**src/rtl/q_measure.sv**
```systemverilog
// rtl/q_measure.sv - settle-then-average Q measurement front end for the current tuning loop
module q_measure #(
   parameter int BUS_WIDTH     = 10,
   parameter int ADC_WIDTH     = 12,
   parameter int LOG2_AVG      = 4,
   parameter int SETTLE_CYCLES = 64
) (
   input  logic                 clk,
   input  logic                 rst,
   input  logic                 enable,
   input  logic [BUS_WIDTH-1:0] i_ref,
   input  logic [ADC_WIDTH-1:0] adc_data,
   input  logic                 adc_valid,
   output logic [BUS_WIDTH-1:0] q_measured,
   output logic                 ready,
   output logic                 busy,
   output logic [7:0]           meas_count
);

   localparam int ACC_W = ADC_WIDTH + LOG2_AVG;
   localparam int SHIFT = LOG2_AVG + ADC_WIDTH - BUS_WIDTH;
   localparam int CNT_W = $clog2(SETTLE_CYCLES + 1);
   localparam logic [CNT_W-1:0]  SETTLE_LOAD = CNT_W'(SETTLE_CYCLES - 1);
   localparam logic [LOG2_AVG:0] LAST_SAMP   = (LOG2_AVG+1)'((1 << LOG2_AVG) - 1);

   typedef enum logic [1:0] {IDLE, SETTLE, ACQUIRE, DONE} state_t;

   state_t                state, state_next;
   logic [BUS_WIDTH-1:0]  ref_q, ref_next;
   logic [CNT_W-1:0]      settle_cnt, settle_next;
   logic [ACC_W-1:0]      acc, acc_next, acc_sum;
   logic [LOG2_AVG:0]     samp_cnt, samp_next;
   logic                  done_next;

   // acc_sum includes the current sample so the final average is ready on the DONE edge
   assign acc_sum = acc + ACC_W'(adc_data);

   always_comb begin
      state_next  = state;
      ref_next    = ref_q;
      settle_next = settle_cnt;
      acc_next    = acc;
      samp_next   = samp_cnt;
      done_next   = 1'b0;
      case (state)
         IDLE: begin
            if (enable) begin
               state_next  = SETTLE;
               ref_next    = i_ref;
               settle_next = SETTLE_LOAD;
            end
         end
         SETTLE, ACQUIRE: begin
            if (i_ref != ref_q) begin
               state_next  = SETTLE;
               ref_next    = i_ref;
               settle_next = SETTLE_LOAD;
               acc_next    = '0;
               samp_next   = '0;
            end else if (state == SETTLE) begin
               if (settle_cnt == '0) begin
                  state_next = ACQUIRE;
                  acc_next   = '0;
                  samp_next  = '0;
               end else begin
                  settle_next = settle_cnt - CNT_W'(1);
               end
            end else if (adc_valid) begin
               acc_next  = acc_sum;
               samp_next = samp_cnt + (LOG2_AVG+1)'(1);
               if (samp_cnt == LAST_SAMP) begin
                  state_next = DONE;
                  done_next  = 1'b1;
               end
            end
         end
         DONE: begin
            state_next  = SETTLE;
            ref_next    = i_ref;
            settle_next = SETTLE_LOAD;
         end
         default: state_next = IDLE;
      endcase
      // enable low wins over everything, including a completing window
      if (!enable) begin
         state_next = IDLE;
         done_next  = 1'b0;
         ref_next   = ref_q;
      end
   end

   always_ff @(posedge clk or posedge rst) begin
      if (rst) begin
         state      <= IDLE;
         ref_q      <= '0;
         settle_cnt <= '0;
         acc        <= '0;
         samp_cnt   <= '0;
         q_measured <= '0;
         ready      <= 1'b0;
         busy       <= 1'b0;
         meas_count <= '0;
      end else begin
         state      <= state_next;
         ref_q      <= ref_next;
         settle_cnt <= settle_next;
         acc        <= acc_next;
         samp_cnt   <= samp_next;
         ready      <= done_next;
         busy       <= (state_next == SETTLE) || (state_next == ACQUIRE);
         if (done_next) begin
            q_measured <= acc_sum[ACC_W-1:SHIFT];
            meas_count <= meas_count + 8'd1;
         end
      end
   end

endmodule

```
**config.mk**
```make
export PLATFORM = sky130hd
export DESIGN_NAME = q_measure
export DESIGN_NICKNAME = d
export VERILOG_FILES = /design/src/rtl/q_measure.sv
export SDC_FILE = /design/constraint.sdc
export NUM_CORES = 1
export LEC_CHECK = 0
export CAP_MARGIN = 20
export CELL_PAD_IN_SITES_DETAIL_PLACEMENT = 0
export CELL_PAD_IN_SITES_GLOBAL_PLACEMENT = 1
export CORE_ASPECT_RATIO = 1.1
export CORE_MARGIN = 4
export CORE_UTILIZATION = 43
export CTS_CLUSTER_DIAMETER = 50
export DETAILED_ROUTE_END_ITERATION = 8
export PLACE_DENSITY = 0.79
export SLEW_MARGIN = 15
export SYNTH_ARGS = -nofsm -noshare
export SYNTH_HDL_FRONTEND = slang
export SYNTH_SLANG_ARGS = --single-unit
```
**constraint.sdc**
```tcl
create_clock -name clk -period 2.8 [get_ports clk]
set_input_delay 0.28 -clock clk [delete_from_list [all_inputs] [get_ports clk]]
set_output_delay 0.28 -clock clk [all_outputs]
set_load 0.01 [all_outputs]
```
# Yosys cells after proc, flatten, opt, wreduce, memory -nomap -nowiden
# Index checks and enable logic that the tools add are counted.
[totals]
register_bits = 60
input_bits = 26
output_inout_bits = 20
word_cells = 62
[classes]
addsub = 4
n_eq_ne = 12
n_mux = 28
reduce_logical = 9
[op_table]
columns = ["operator", "count"]
rows = [
  ["$mux W16", 4],
  ["$mux W7", 4],
  ["$pmux W7 S3", 1],
  ["$mux W5", 4],
  ["$pmux W10 S2", 1],
  ["$add A16 B12 Y16", 1],
  ["$mux W2", 6],
  ["$mux W10", 1],
  ["$ne A10 B10 Y1", 1],
  ["$add A8 B1 Y8 const B", 1],
  ["$logic_not A7 Y1", 1],
  ["$sub A7 B1 Y7 const B", 1],
  ["$eq A2 B2 Y1 const B", 3],
  ["$mux W1", 6],
  ["$ne A3 B3 Y1 const B", 2],
  ["$reduce_and A3 Y1", 2],
  ["$add A5 B1 Y5 const B", 1],
  ["$eq A5 B4 Y1 const B", 1],
  ["$eq A2 B1 Y1 const B", 2],
  ["$ne A2 B2 Y1 const B", 2],
  ["$pmux W2 S2", 1],
  ["$reduce_or A2 Y1", 2],
  ["$ne A3 B2 Y1 const B", 1],
  ["$reduce_bool A3 Y1", 1],
  ["other kinds (3)", 3],
]

# Logic depth before layout (Yosys ltp)
[depth]
word_depth = 9
ltp_mapped = 9
ltp_nobuf = 9

# Least setup slack after synthesis
# No wires, ideal clock.
[synth_path]
kind = "reg-to-reg"
start = "reg acc[6]"
end = "reg acc[15]"
setup_ns = 0.118
t_arrival_ns = 1.923
t_required_ns = 2.682
setup_slack_ns = 0.759
stages_incl_launch_ff = 8
path_buffers = 0
period_less_slack_ns = 2.041
path_cell_list = "dfrtp_1 ha_1 nand2_1 o21ai_0 a21oi_1 o41a_1 a31o_2 a21o_1"
[synth_via]
elab_chain_len = 4
[synth_rtl]
columns = ["element", "line", "source"]
rows = [
  ["from (decl)", "31", "logic [ACC_W-1:0] acc, acc_next, acc_sum;"],
  ["from (signal assigned)", "107", "acc <= acc_next;"],
  ["$add A16 B12 Y16", "36", "assign acc_sum = acc + ACC_W'(adc_data);"],
  ["$mux W16", "68", "end else if (adc_valid) begin"],
  ["$mux W16", "60", "end else if (state == SETTLE) begin"],
  ["$mux W16", "54", "if (i_ref != ref_q) begin"],
]
# No other way between the ends. The select of a mux whose other input is x is not followed.
# A chain may end at the register's enable or synchronous reset.

# Worst setup path after layout
[layout_path]
start = "in adc_data[0]"
end = "reg q_measured[8]"
[layout_via]
elab_chain_len = 1
[layout_rtl]
columns = ["element", "line", "source"]
rows = [
  ["from (decl)", "12", "input logic [ADC_WIDTH-1:0] adc_data,"],
  ["$add A16 B12 Y16", "36", ""],
  ["to (signal assigned)", "112", "q_measured <= acc_sum[ACC_W-1:SHIFT];"],
  ["to (decl)", "14", "output logic [BUS_WIDTH-1:0] q_measured,"],
]
# No other way between the ends.

==> impl_summary.txt <==
----------------------------------------------------
[Cells and area]
  Area taken by flip-flops and latches ... between 0.0015 and 0.002 mm2
  Filler Cells Inserted ... 705
  Diode insertion count for antenna repair ... 0
  Syn-to-layout area delta ... 23.9%
  Share of layout cells above drive strength 1 ... 12.1%
  Final cell count without fillers ... between 500 and 600
  Multi-input gate area ... 0.00177 mm2
  Total Nets Final ... 445

[Worst setup path]
  Timing startpoint of the critical path ... adc_data[0]
  Arrival time at the worst endpoint ... between 2 and 3 ns
  Buf/Inv on CP ... 2
  Worst r2r src ... acc[0]
  Req. time, crit path ... roughly 3 ns
  Worst setup slack for register-to-register paths ... 0.54 ns
  Startpoint Class ... input port
  Kind of cell with the highest combined delay on the critical path ... compound AO/OA/AOI/OAI gates
  Reg2reg end ... q_measured[8]
  Critical Path End ... q_measured[8]
  Cell-by-cell listing of the critical path ... clkdlybuf4s50_1 > ha_1 > inv_1 > fa_1 > nand2b_1 > a21oi_1 > a211oi_1 > nor3_1 > xnor2_1 > o21ai_0
  Slowest stage cell, crit path ... sky130_fd_sc_hd__clkdlybuf4s50_1
  Stages on the worst setup path ... 10
  CP endpoint kind ... flip-flop
  CP peak stage delay ... roughly 0.46 ns
  Critical Setup Path Class ... in2reg
  Count of cells along the worst register-to-register path ... 9
  Maximum fanout encountered on the critical timing path ... 4

[Drt]
  Via-to-Cell Ratio ... roughly 5.2
  Vias ... between 2000 and 3000
  Drc violations ... 0
  ANT nets after route ... 0
  Wire length after detailed routing ... about 6.7 mm
  Initial detailed-routing violation count ... 74
  Number of iterations in the first detailed-routing pass ... 4
  WL/cell ... ~13 um

[Die]
  Die width ... 92.3 um
  Core outline area ... between 0.007 and 0.008 mm2
  Floorplan die height ... between 100 and 150 um
  Die area ... ~0.0093 mm2
  Initial cell density of the core ... around 45%
  Std cell rows ... 33
  Number of placed I/O pins ... 46

[Place]
  Post-Place Cells ... ~500
  Number of buffers inserted by port buffering ... between 40 and 50
  Post-detailed-placement half-perimeter wirelength ... between 5 and 6 mm
  Routability-driven placement congestion ratio ... around 0.80
  Worst setup slack after placement ... about 0.16 ns

[CTS]
  Clock slew at reported path FFs ... ~0.070 ns
  Clock tree from TritonCTS ... yes
  CTS Hold Buffers Added ... 0
  Clock latency on the worst-skew pair ... 0.33 ns
  Post-cts gate resize count ... 0
  Number of sinks handled by clock tree synthesis ... 60
  Number of buffers created by CTS ... 9
  Clock Tree Buf Depth ... 2
  CTS Root Cell ... sky130_fd_sc_hd__clkbuf_8
  Maximum level of the CTS H-tree ... 3
  Post-CTS setup buffers ... 0

[Pwr]
  Power share of the sequential group ... between 50% and 60%
  Clk network pwr share ... between 30% and 40%
  Worst VDD drop ... 0.203 mV
  Final Total Pwr ... 1.76 mW
  Switching power summed over all nets ... 447 uW
  Total leakage power ... between 1.5 and 2 nW
  Gate power share ... under 10%
  Sw frac ... roughly 25%
  Internal power contribution ... around 1.3 mW
  Power density over the cells ... around 420 mW/mm2

[Timing]
  Count of pins over their slew limit ... 0
  Slew Limit Headroom ... roughly 70%
  Final critical path time including I/O delays and setup ... 2.30 ns
  Setup skew after layout ... 0.00830 ns
  Setup TNS ... 0 ns
  Setup violations, final ... 0
  Part of the cycle the worst path needs ... 82.0%
  Min setup slack post-route ... between 0.5 and 0.6 ns
  Maximum operating frequency ... around 440 MHz
  Final hold violations ... 0
  Setup repair after global routing missed its margin ... false
  Slew at the pin with the worst max-slew slack ... about 0.44 ns

[Synth]
  Total standard cell area after synthesis ... around 0.0034 mm2
  Warnings from Yosys ... 0
  Fraction of registers with async set or reset after synthesis ... 100%
  Number of nets produced by synthesis ... 387
  Yosys top cell by area ... sky130_fd_sc_hd__dfrtp_1
  Cell with the most instances after synthesis ... sky130_fd_sc_hd__dfrtp_1
  Number of library cell types mapped by synthesis ... between 50 and 60
  Post-synthesis average cell area ... slightly below 10 um2
  Cell types with the highest counts after synthesis ... sky130_fd_sc_hd__dfrtp_1 (60), sky130_fd_sc_hd__nand2_1 (46), sky130_fd_sc_hd__o21ai_0 (33)
  Fraction of the yosys area taken by sequential cells ... 44.6%
  Most instantiated flip-flop cell in the synthesis netlist ... sky130_fd_sc_hd__dfrtp_1
  Number of synthesized flops with an enable pin ... 0
  Number of register bits inferred by synthesis ... 60
  Area share of the leading cell type in the synthesized netlist ... about 45%
  Cells after synthesis ... ~340
  Area contributors post-synth ... sky130_fd_sc_hd__dfrtp_1 (45%), sky130_fd_sc_hd__ha_1 (7.1%), sky130_fd_sc_hd__nand2_1 (5.1%)

[Global route]
  Pin count of the biggest net entering global routing ... 47
  Overall routing resource usage ... ~16%
  Number of global-route vias before repair ... between 2000 and 3000
  Global-route wire length before repair ... 11.6 mm
  Initial antenna violation count ... 0
  Gr ovfl total ... 0

[Flow run]
  Number of max-cap violations ... 0

[Min path]
  Classification of the worst-slack hold path ... in2async

[Status]
  Outcome ... complete, no violations

----------------------------------------------------
[stage by stage]
stage	util, %	cell area, um2	hold slack (ns)
2_1_floorplan	-	3360	0.430
4_1_cts	55.1	4170	0.241
5_1_grt	55.1	4170	0.267
6_report	55.1	4170	0.242
3_3_place_gp	52.8	3990	0.459
3_5_place_dp	52.8	3990	0.471
[worst reg2reg max path, delay by kind of cell (launching register included)]
kind / cells / cell delay [ns]
adder cells (fa/ha/maj): 2 / 0.54
AO/OA/AOI/OAI: 3 / 0.53
AND/OR/NAND/NOR: 2 / 0.50
flip-flops: 1 / 0.36
XOR/XNOR: 1 / 0.16
buffers and inverters: 1 / 0.05
[registers in the layout, indices dropped and copies added (netlist names)]
name and cells:
meas_count 8, ref_q 10, busy 1, ready 1, q_measured 10, samp_cnt 5
state 2, settle_cnt 7, acc 16
[power by group through the flow]
stage | Combinational [mW] | Sequential (mW) | Clock (mW)
floorplan | 0.102 | 0.908 | 0
global placement | 0.169 | 0.909 | 0
detailed placement | 0.171 | 0.909 | 0
CTS | 0.172 | 0.893 | 0.726
global route | 0.189 | 0.895 | 0.766
finish | 0.169 | 0.893 | 0.698
[routing by layer]
layer / part of all wire, % / routed length [um] / track usage (%) / up-vias
met4: 2.0 / 137 / 7.77 / 0
met2: 48 / 3200 / 25.8 / 43
li1: - / - / - / 1324
met1: 47 / 3160 / 19.3 / 1242
met5: 0 / 0 / 0 / -
met3: 3.6 / 241 / 3.58 / 13
[area by class of cell]
| class | count | share of cell area (%) |
|---|---|---|
| multi-input cells | 259 | 42.4 |
| flip-flops and latches | 60 | 36.0 |
| repair buffers | 55 | 12.9 |
| clock buffers | 11 | 3.39 |
| well taps | 105 | 3.15 |
| inverters | 14 | 1.26 |
| clock inverters | 5 | 0.871 |
[worst min-delay path by stage]
stage	slack (ns)	startpoint	depth (start not counted)	end
after floorplan	0.43	i_ref[0]	1	ref_q[0]
after global placement	0.46	meas_count[7]	1	meas_count[7]
after detailed placement	0.47	samp_cnt[4]	2	samp_cnt[4]
after CTS	0.24	rst	2	settle_cnt[2]
after global routing	0.27	rst	2	settle_cnt[6]
final	0.24	rst	2	settle_cnt[4]
[kinds of logic (layout without fill, tap and decap cells)]
family                     count (synthesis)  count (layout)  share of synthesized area [%]
and+or+nand+nor                          111             111                           16.6
AOI/OAI and AO/OA                         87              87                           16.8
DFF                                       60              60                           44.6
xor gates and xnor gates                  31              31                           8.07
buffers and inverters                     22              85                           2.86
adders and majority gates                 20              20                           7.66
muxes                                     10              10                           3.35
[placed cells by master, fill, tap and decap left out, types with 5 or more instances in the layout]
master and instances:
sky130_fd_sc_hd__dfrtp_1 60, sky130_fd_sc_hd__nand2_1 46, sky130_fd_sc_hd__clkdlybuf4s50_1 45, sky130_fd_sc_hd__o21ai_0 33, sky130_fd_sc_hd__ha_1 19, sky130_fd_sc_hd__nor2_1 17, sky130_fd_sc_hd__xnor2_1 17, sky130_fd_sc_hd__a21oi_1 15
sky130_fd_sc_hd__xor2_1 14, sky130_fd_sc_hd__inv_1 12, sky130_fd_sc_hd__nand3_1 10, sky130_fd_sc_hd__mux2_2 10, sky130_fd_sc_hd__clkbuf_8 10, sky130_fd_sc_hd__buf_4 9, sky130_fd_sc_hd__nor3_1 8, sky130_fd_sc_hd__a21o_1 7
sky130_fd_sc_hd__o21bai_1 5
No activity file was read; power rests on OpenSTA's default activity.
